`config.mk`:
```
export PLATFORM = sky130hd
export DESIGN_NAME = ff_layer_sequencer
export DESIGN_NICKNAME = d
export VERILOG_FILES = /design/src/rtl/ff_pkg.sv /design/src/rtl/ff_term_counter.sv /design/src/rtl/ff_layer_sequencer.sv
export SDC_FILE = /design/constraint.sdc
export NUM_CORES = 1
export LEC_CHECK = 0
export BUFFER_PORTS_ARGS = -buffer_cell sky130_fd_sc_hd__buf_2
export CORE_MARGIN = 2
export CORE_UTILIZATION = 60
export CTS_BUF_LIST = sky130_fd_sc_hd__clkbuf_4
export CTS_CLUSTER_DIAMETER = 50
export CTS_CLUSTER_SIZE = 16
export DETAILED_ROUTE_END_ITERATION = 7
export PLACE_DENSITY = 0.85
export SYNTH_ARGS = -nofsm -noshare
export SYNTH_HDL_FRONTEND = slang
export SYNTH_SLANG_ARGS = --single-unit
export TNS_END_PERCENT = 50
```
`constraint.sdc`:
```
create_clock -name clk -period 2.77 [get_ports clk]
set_clock_uncertainty 0.05 [all_clocks]
set_input_delay 0.4155 -clock clk [delete_from_list [all_inputs] [get_ports clk]]
set_output_delay 0.4155 -clock clk [all_outputs]
set_load 0.1 [all_outputs]
```
`src/rtl/ff_pkg.sv`:
```
// Shared state encoding and per-layer geometry for the 2-5-5-3 forward-pass sequencer.
package ff_pkg;

   typedef enum logic [2:0] {
      IDLE,
      ISSUE,
      WAIT,
      WRITE,
      DONE
   } state_t;

   localparam logic [1:0] LAYER_H1  = 2'd0;
   localparam logic [1:0] LAYER_H2  = 2'd1;
   localparam logic [1:0] LAYER_OUT = 2'd2;

   // Fan-in of a layer = node count of the layer feeding it.
   function automatic int unsigned layer_fan_in(input logic [1:0]  layer,
                                                input int unsigned n_in,
                                                input int unsigned n_h1,
                                                input int unsigned n_h2);
      int unsigned n;
      case (layer)
         LAYER_H1: n = n_in;
         LAYER_H2: n = n_h1;
         default:  n = n_h2;
      endcase
      return n;
   endfunction

   function automatic int unsigned layer_nodes(input logic [1:0]  layer,
                                               input int unsigned n_h1,
                                               input int unsigned n_h2,
                                               input int unsigned n_out);
      int unsigned n;
      case (layer)
         LAYER_H1: n = n_h1;
         LAYER_H2: n = n_h2;
         default:  n = n_out;
      endcase
      return n;
   endfunction

   function automatic int unsigned max3(input int unsigned a,
                                        input int unsigned b,
                                        input int unsigned c);
      int unsigned m;
      m = (a > b) ? a : b;
      return (m > c) ? m : c;
   endfunction

endpackage

```
`src/rtl/ff_term_counter.sv`:
```
// Nested node/term counter; limits are latched on load so the walk of one layer
// is independent of what the sequencer computes for the next.
module ff_term_counter #(
   parameter int unsigned CNT_W = 5
) (
   input  logic             clk,
   input  logic             rst_n,
   input  logic             load_i,
   input  logic [CNT_W-1:0] term_lim_i,
   input  logic [CNT_W-1:0] node_lim_i,
   input  logic             term_inc_i,
   input  logic             node_inc_i,
   output logic [CNT_W-1:0] term_o,
   output logic [CNT_W-1:0] node_o,
   output logic             last_term_o,
   output logic             last_node_o
);

   logic [CNT_W-1:0] term_q, term_d;
   logic [CNT_W-1:0] node_q, node_d;
   logic [CNT_W-1:0] term_lim_q, term_lim_d;
   logic [CNT_W-1:0] node_lim_q, node_lim_d;

   assign last_term_o = (term_q == term_lim_q);
   assign last_node_o = (node_q == node_lim_q);
   assign term_o      = term_q;
   assign node_o      = node_q;

   always_comb begin
      term_d     = term_q;
      node_d     = node_q;
      term_lim_d = term_lim_q;
      node_lim_d = node_lim_q;
      if (load_i) begin
         term_d     = '0;
         node_d     = '0;
         term_lim_d = term_lim_i;
         node_lim_d = node_lim_i;
      end else begin
         // Term wraps on its own so the next node always starts at the bias.
         if (term_inc_i) begin
            term_d = last_term_o ? '0 : term_q + CNT_W'(1);
         end
         if (node_inc_i) begin
            node_d = node_q + CNT_W'(1);
         end
      end
   end

   always_ff @(posedge clk or negedge rst_n) begin
      if (!rst_n) begin
         term_q     <= '0;
         node_q     <= '0;
         term_lim_q <= '0;
         node_lim_q <= '0;
      end else begin
         term_q     <= term_d;
         node_q     <= node_d;
         term_lim_q <= term_lim_d;
         node_lim_q <= node_lim_d;
      end
   end

endmodule

```
`src/rtl/ff_layer_sequencer.sv`:
```
// Forward-pass sequencer: walks every layer/node/term of the Q-network through one
// shared MAC + leaky-ReLU, issuing RAM reads, MAC strobes and result writes.
//
//   state | meaning
//   IDLE  | waiting for i_valid
//   ISSUE | one weight (and data) read per cycle for the current node
//   WAIT  | all terms issued, waiting for the activated result
//   WRITE | result written to the layer's result RAM at the node index
//   DONE  | output layer complete, o_valid pulse
module ff_layer_sequencer
   import ff_pkg::*;
#(
   parameter int unsigned DATA_WIDTH                    = 32,
   parameter int unsigned ADDRESS_WIDTH                 = 5,
   parameter int unsigned NUMBER_OF_INPUT_NODE          = 2,
   parameter int unsigned NUMBER_OF_HIDDEN_NODE_LAYER_1 = 5,
   parameter int unsigned NUMBER_OF_HIDDEN_NODE_LAYER_2 = 5,
   parameter int unsigned NUMBER_OF_OUTPUT_NODE         = 3
) (
   input  logic                     clk,
   input  logic                     rst_n,
   input  logic                     i_valid,
   output logic                     o_busy,
   output logic                     o_valid,
   output logic [1:0]               o_layer,
   output logic                     o_data_rd_en,
   output logic [ADDRESS_WIDTH-1:0] o_data_rd_addr,
   output logic                     o_weight_rd_en,
   output logic [ADDRESS_WIDTH-1:0] o_weight_rd_addr,
   output logic                     o_mac_first,
   output logic                     o_mac_valid,
   output logic                     o_mac_last,
   input  logic                     i_result_valid,
   output logic                     o_wr_en,
   output logic [ADDRESS_WIDTH-1:0] o_wr_addr
);

   localparam int unsigned N_IN  = NUMBER_OF_INPUT_NODE;
   localparam int unsigned N_H1  = NUMBER_OF_HIDDEN_NODE_LAYER_1;
   localparam int unsigned N_H2  = NUMBER_OF_HIDDEN_NODE_LAYER_2;
   localparam int unsigned N_OUT = NUMBER_OF_OUTPUT_NODE;

   localparam int unsigned MAX_WADDR =
      max3(N_H1 * (N_IN + 1), N_H2 * (N_H1 + 1), N_OUT * (N_H2 + 1)) - 1;

   // The datapath word never passes through here; only the geometry must fit.
   if (DATA_WIDTH < 1 || MAX_WADDR >= (32'd1 << ADDRESS_WIDTH)) begin : g_param_check
      $error("ff_layer_sequencer: ADDRESS_WIDTH too small or DATA_WIDTH invalid");
   end

   state_t                   state_q, state_d;
   logic [1:0]               layer_q, layer_d;
   logic [ADDRESS_WIDTH-1:0] waddr_q, waddr_d;
   logic                     mac_first_q, mac_valid_q, mac_last_q;

   logic                     cnt_load;
   logic                     term_inc;
   logic                     node_inc;
   logic [1:0]               lim_layer;
   logic [ADDRESS_WIDTH-1:0] term_lim;
   logic [ADDRESS_WIDTH-1:0] node_lim;
   logic [ADDRESS_WIDTH-1:0] term;
   logic [ADDRESS_WIDTH-1:0] node;
   logic                     last_term;
   logic                     last_node;

   assign term_lim = ADDRESS_WIDTH'(layer_fan_in(lim_layer, N_IN, N_H1, N_H2));
   assign node_lim = ADDRESS_WIDTH'(layer_nodes(lim_layer, N_H1, N_H2, N_OUT) - 1);

   ff_term_counter #(
      .CNT_W (ADDRESS_WIDTH)
   ) u_term_counter (
      .clk         (clk),
      .rst_n       (rst_n),
      .load_i      (cnt_load),
      .term_lim_i  (term_lim),
      .node_lim_i  (node_lim),
      .term_inc_i  (term_inc),
      .node_inc_i  (node_inc),
      .term_o      (term),
      .node_o      (node),
      .last_term_o (last_term),
      .last_node_o (last_node)
   );

   always_comb begin
      state_d   = state_q;
      layer_d   = layer_q;
      waddr_d   = waddr_q;
      cnt_load  = 1'b0;
      term_inc  = 1'b0;
      node_inc  = 1'b0;
      lim_layer = LAYER_H1;
      case (state_q)
         IDLE: begin
            if (i_valid) begin
               state_d  = ISSUE;
               layer_d  = LAYER_H1;
               waddr_d  = '0;
               cnt_load = 1'b1;
            end
         end
         ISSUE: begin
            // Nodes of a layer are contiguous in its weight RAM, so a running
            // address equals node*(fan_in+1)+term without a multiplier.
            term_inc = 1'b1;
            waddr_d  = waddr_q + ADDRESS_WIDTH'(1);
            if (last_term) begin
               state_d = WAIT;
            end
         end
         WAIT: begin
            if (i_result_valid) begin
               state_d = WRITE;
            end
         end
         WRITE: begin
            if (!last_node) begin
               state_d  = ISSUE;
               node_inc = 1'b1;
            end else if (layer_q == LAYER_OUT) begin
               state_d = DONE;
            end else begin
               state_d   = ISSUE;
               layer_d   = layer_q + 2'd1;
               lim_layer = layer_q + 2'd1;
               waddr_d   = '0;
               cnt_load  = 1'b1;
            end
         end
         DONE: begin
            state_d = IDLE;
         end
         default: begin
            state_d = IDLE;
         end
      endcase
   end

   always_ff @(posedge clk or negedge rst_n) begin
      if (!rst_n) begin
         state_q     <= IDLE;
         layer_q     <= LAYER_H1;
         waddr_q     <= '0;
         mac_first_q <= 1'b0;
         mac_valid_q <= 1'b0;
         mac_last_q  <= 1'b0;
      end else begin
         state_q     <= state_d;
         layer_q     <= layer_d;
         waddr_q     <= waddr_d;
         // One register of delay lines the strobes up with the RAM read data.
         mac_first_q <= (state_q == ISSUE) && (term == '0);
         mac_valid_q <= (state_q == ISSUE);
         mac_last_q  <= (state_q == ISSUE) && last_term;
      end
   end

   assign o_busy           = (state_q != IDLE);
   assign o_valid          = (state_q == DONE);
   assign o_layer          = layer_q;
   assign o_weight_rd_en   = (state_q == ISSUE);
   assign o_weight_rd_addr = (state_q == ISSUE) ? waddr_q : '0;
   assign o_data_rd_en     = (state_q == ISSUE) && (term != '0);
   assign o_data_rd_addr   = o_data_rd_en ? term - ADDRESS_WIDTH'(1) : '0;
   assign o_mac_first      = mac_first_q;
   assign o_mac_valid      = mac_valid_q;
   assign o_mac_last       = mac_last_q;
   assign o_wr_en          = (state_q == WRITE);
   assign o_wr_addr        = (state_q == WRITE) ? node : '0;

endmodule

```
* Word level (Yosys, flattened, before mapping)
Index checks and enable logic that the tools add are counted.
** Operators by class
- Mux-type cells :: 34
- Add/subtract/negate cells :: 6
- Equal/unequal tests :: 13
- Reductions and logical operators :: 16
** Operators with widths (number)
- 2-to-1 mux 5 bit :: 11
- 2-to-1 mux 3 bit :: 7
- adder 5 x 1 -> 5 bit, second input constant :: 3
- case mux 5 bit (3 select lines) :: 1
- 2-to-1 mux 2 bit :: 6
- case mux 3 bit (4 select lines) :: 1
- equality test 5 bit :: 2
- subtractor 5 x 1 -> 5 bit, second input constant :: 2
- AND reduction 4 bit :: 2
- equality test 3 x 2 -> 1 bit, second input constant :: 2
- 2-to-1 mux 1 bit :: 6
- != test 2 bit, second input constant :: 3
- nonzero test 2 bit :: 3
- nonzero test 3 bit :: 2
- logical NOT 5 bit :: 1
- nonzero test 5 bit :: 1
- != test 2 x 1 -> 1 bit, second input constant :: 2
- case mux 2 bit (2 select lines) :: 1
- equality test 3 x 1 -> 1 bit, second input constant :: 1
- equality test 3 bit, second input constant :: 1
- logical AND 1 bit :: 3
- logical NOT 3 bit :: 1
- AND reduction 3 bit :: 1
- adder 2 x 1 -> 2 bit, second input constant :: 1
- 5 further kinds :: 5
** Word-level totals
- Flip-flop bits (word level) :: 33
- Output and inout port bits :: 25
- Input bits :: 4
- Logic and storage cells :: 79

* Depth between registers and ports, before layout
- Depth after elaboration :: 8
- Depth in mapped cells :: 7
- Mapped depth without buffers :: 6

* Cells and area by module
A second synthesis with hierarchy kept.
** Second synthesis, totals
- Cell total of the unflattened synthesis :: 186
- Area, all modules :: 1908.1 µm²
** Modules (own cells, without submodules)
- ff_term_counter :: seq. area each 500.5 µm², area an instance 1031.0 µm², cells each 88, times used 1
- ff_layer_sequencer :: seq. area each 325.3 µm², area an instance 877.1 µm², cells each 98, times used 1

* Worst setup path before layout
No wires, ideal clock.
- Kind :: reg2out
- From :: register state_q[1]
- To :: output o_data_rd_addr[4]
- Stages on the path, launching flop included :: 7
- Data required time :: 2.305 ns
- Path slack :: -0.423 ns
- Buffers on the path :: 2
- Arrival time :: 2.727 ns
- Cell sequence :: dfrtp_1 -> clkbuf_2 -> nor2_1 -> nand2_1 -> clkinv_1 -> clkbuf_1 -> and3_1
** On the way
- Longest elaborated chain between the ends :: 3
** RTL lines
- from (decl) :: line ff_layer_sequencer.sv:51 : state_t state_q, state_d;
- from (signal assigned) :: line ff_layer_sequencer.sv:149 : state_q <= state_d;
- equality test 3 x 1 -> 1 bit
- via o_weight_rd_en :: line ff_layer_sequencer.sv:28 : output logic o_weight_rd_en,
- logical AND 1 bit :: line ff_layer_sequencer.sv:164 : assign o_data_rd_en = (state_q == ISSUE) && (term != '0);
- 2-to-1 mux 5 bit :: line ff_layer_sequencer.sv:165 : assign o_data_rd_addr = o_data_rd_en ? term - ADDRESS_WIDTH'(1) : '0;
- to (decl) :: line ff_layer_sequencer.sv:27 : output logic [ADDRESS_WIDTH-1:0] o_data_rd_addr,
The timed path passes the listed nets, and every way through them passes these cells.

* Final worst setup path
- From :: register state_q[1]
- To :: output o_data_rd_addr[4]
** On the way
- Longest elaborated chain between the ends :: 3
** RTL lines (line)
- equality test 3 x 1 -> 1 bit :: ff_layer_sequencer.sv:164
- logical AND 1 bit :: ff_layer_sequencer.sv:164
- 2-to-1 mux 5 bit :: ff_layer_sequencer.sv:165
No other way between the ends.

==> results.toml <==
[job]
cap_violations = 0

[sta]
clock.fmax_ghz = 0.387
rsz0062_at_grt = "false"
timing.final.hold_violations = 0
min_period_over_period = 0.934
setup_violations = 0
finalWorstSetupSlack_ns = 0.183
slew_violations = 0
tightestPinTransition_ns = 0.717
timing.slew.headroom = 0.522
setup_tns_ns = 0
fin_crit_ns = 2.59

[floorplanning]
io_pins = 29
core-area_sq_um = 2450
dieArea_sq_um = 3010
die_y_um = 54.8
row_count = 18
chipWidth_um = 54.8
start_util = 0.631

[cts]
cts_hold_buf = 0
cts_root_buffer = "clkbuf_4"
numCtsBuffers = 3
cts.sinks = 27
cts_buffer_depth = 2
ctsResizeCount = 0
clk_pin_slew_ns = 0.15
cts_setup_buffers = 0
cts_max_level = 1
tritoncts = "built"
insertion_delay_ns = 0.32

[worst_setup_path]
crit_path_start_kind = "register"
crit_start = "state_q[1]"
path_class = "reg -> out"
cp.arrival_ns = 2.12
end_kind = "output port"
worstPathMaxFanout = 17
required_ns = 2.30
regToRegStartpoint = "o_layer[0]"

[global_routing]
grt_max_degree = 28
grt_pass1_wl_um = 5120
grt_pass1_vias = 1134
grtUsageTotal = 0.238
antenna_found_initial = 0
overflow = 0

[finish]
final_cell_mix = "27 x buf_2, 27 x dfrtp_1, 15 x nor2_1"
seq_area_sq_um = 676
syn2layout_area_growth_pct = 11.5
fillers = 202
antennaDiodeCount = 0
multi_input_area_sq_um = 797
drive_gt1_frac = 0.205
nets = 202

[route]
wirelength_um = 3160
drt_iter0_drc = 31
drt-wirelength-per-cell_um = 14.4
vias_per_cell = 5.83
drt_pass1_iterations = 4
postRouteAntennaNets = 0
drc = 0
dr_total_vias = 1282

[logic_synthesis]
yosysWarnings = 0
synth_cell_type_count = 39
synthTopCellsByArea = "dfrtp_1 44%, ha_1 5.6%, xor2_1 4.5%, and2_1 4.0%, nor2_1 3.6%"
yosysTopAreaCell = "dfrtp_1"
avgSynthCellArea_sq_um = 9.40
syn_nets = 176
synth_seq_cells = 27
syn_inst = 165
synth_seq_area_share = 0.436
syn_area_sq_um = 1550
yosys.area.top_type_share = 0.436

[placed_design]
place_ws_ns = 0.587
io_buffers = 28
gp_congestion = 0.804
post-dp-hpwl_um = 2320

[worst_hold_path]
min-delay-path-class = "in -> async"

[status]
status = "completed"
==> routing by layer <==
| layer | vias up | track usage | part of all wire | routed length, um |
|---|---|---|---|---|
| met5 | - | 0 | 0 | 0 |
| met4 | 0 | 0.0833 | 0.015 | 46 |
| met3 | 6 | 0.0273 | 0.037 | 117 |
| met2 | 32 | 0.381 | 0.49 | 1550 |
| met1 | 623 | 0.330 | 0.46 | 1440 |
| li1 | 621 | - | - | - |
==> worst max-delay path: stages, from the launching register on <==
cell	delay, ns
dfrtp_1	0.50
nor2_1	0.15
nand2_1	0.24
clkinv_1	0.12
buf_4	0.19
and3_1	0.17
buf_2	0.42
==> logic make-up (layout without fill, tap and decap cells) <==
group           after synthesis  count (layout)  synth area share
compound gates               31              31             0.136
simple gates                 67              67             0.236
mux                           2               2            0.0129
buf+inv                      18              43            0.0500
xor+xnor                     13              13            0.0734
flops                        27              27             0.436
fa+ha+maj                     7               7            0.0565
==> Yosys cell counts (all sizes together) <==
library cell / count
nor3: 6
or3: 1
buf: 5
nand2b: 1
nand4: 5
nand2: 14
xor2: 8
nand4bb: 1
o21ai: 10
a41o: 1
xnor2: 5
o22ai: 4
inv: 9
a311o: 1
a21oi: 4
o311ai: 1
clkinv: 1
mux2i: 2
o211ai: 2
nand3: 5
o21a: 3
ha: 7
nor4: 1
dfrtp: 27
nand3b: 1
or3b: 2
and3: 3
a311oi: 1
and2: 12
clkbuf: 3
nor2: 15
o31ai: 2
a31oi: 2
==> flip-flops by register name (all words and copies together), names as in the netlist <==
signal                     count
u_term_counter.term_lim_q      2
waddr_q                        5
o_mac_valid                    1
u_term_counter.node_o          5
o_mac_first                    1
state_q                        3
u_term_counter.term_o          5
o_layer                        2
o_mac_last                     1
u_term_counter.node_lim_q      2
==> worst paths after layout <==
kind | end | slack (ns) | cells past startpoint
setup / recovery | o_data_rd_addr[4] | 0.18 | 6
hold / removal | o_mac_first | 0.02 | 1
setup reg to reg | waddr_q[1] | 0.77 | 5
hold reg to reg | u_term_counter.term_lim_q[1] | 0.49 | 1
max in group asynchronous | waddr_q[0] | 2.26 | 1
min in group clk | u_term_counter.node_o[0] | 0.25 | 2
==> metrics by stage <==
step | hold WS, ns | instance area (sq um) | utilization | cells
floorplan | 0.0699 | 1550 | - | 165
global placement | 0.399 | 1700 | 0.691 | 216
detailed placement | 0.409 | 1700 | 0.691 | 216
CTS | 0.0505 | 1730 | 0.703 | 220
global route | 0.0527 | 1730 | 0.704 | 220
finish | 0.0189 | 1730 | 0.704 | 220
==> area by class of cell <==
cell class | count | share of cell area
Clock buffer | 4 | 0.0174
Inverter | 10 | 0.0217
Timing Repair Buffer | 29 | 0.0869
Tap cell | 30 | 0.0217
Multi-Input combinational cell | 120 | 0.461
Sequential cell | 27 | 0.391
Power is left out: the tool's default activity adds up to more than one toggle a clock period on the data nets, which glitch-free logic cannot reach.
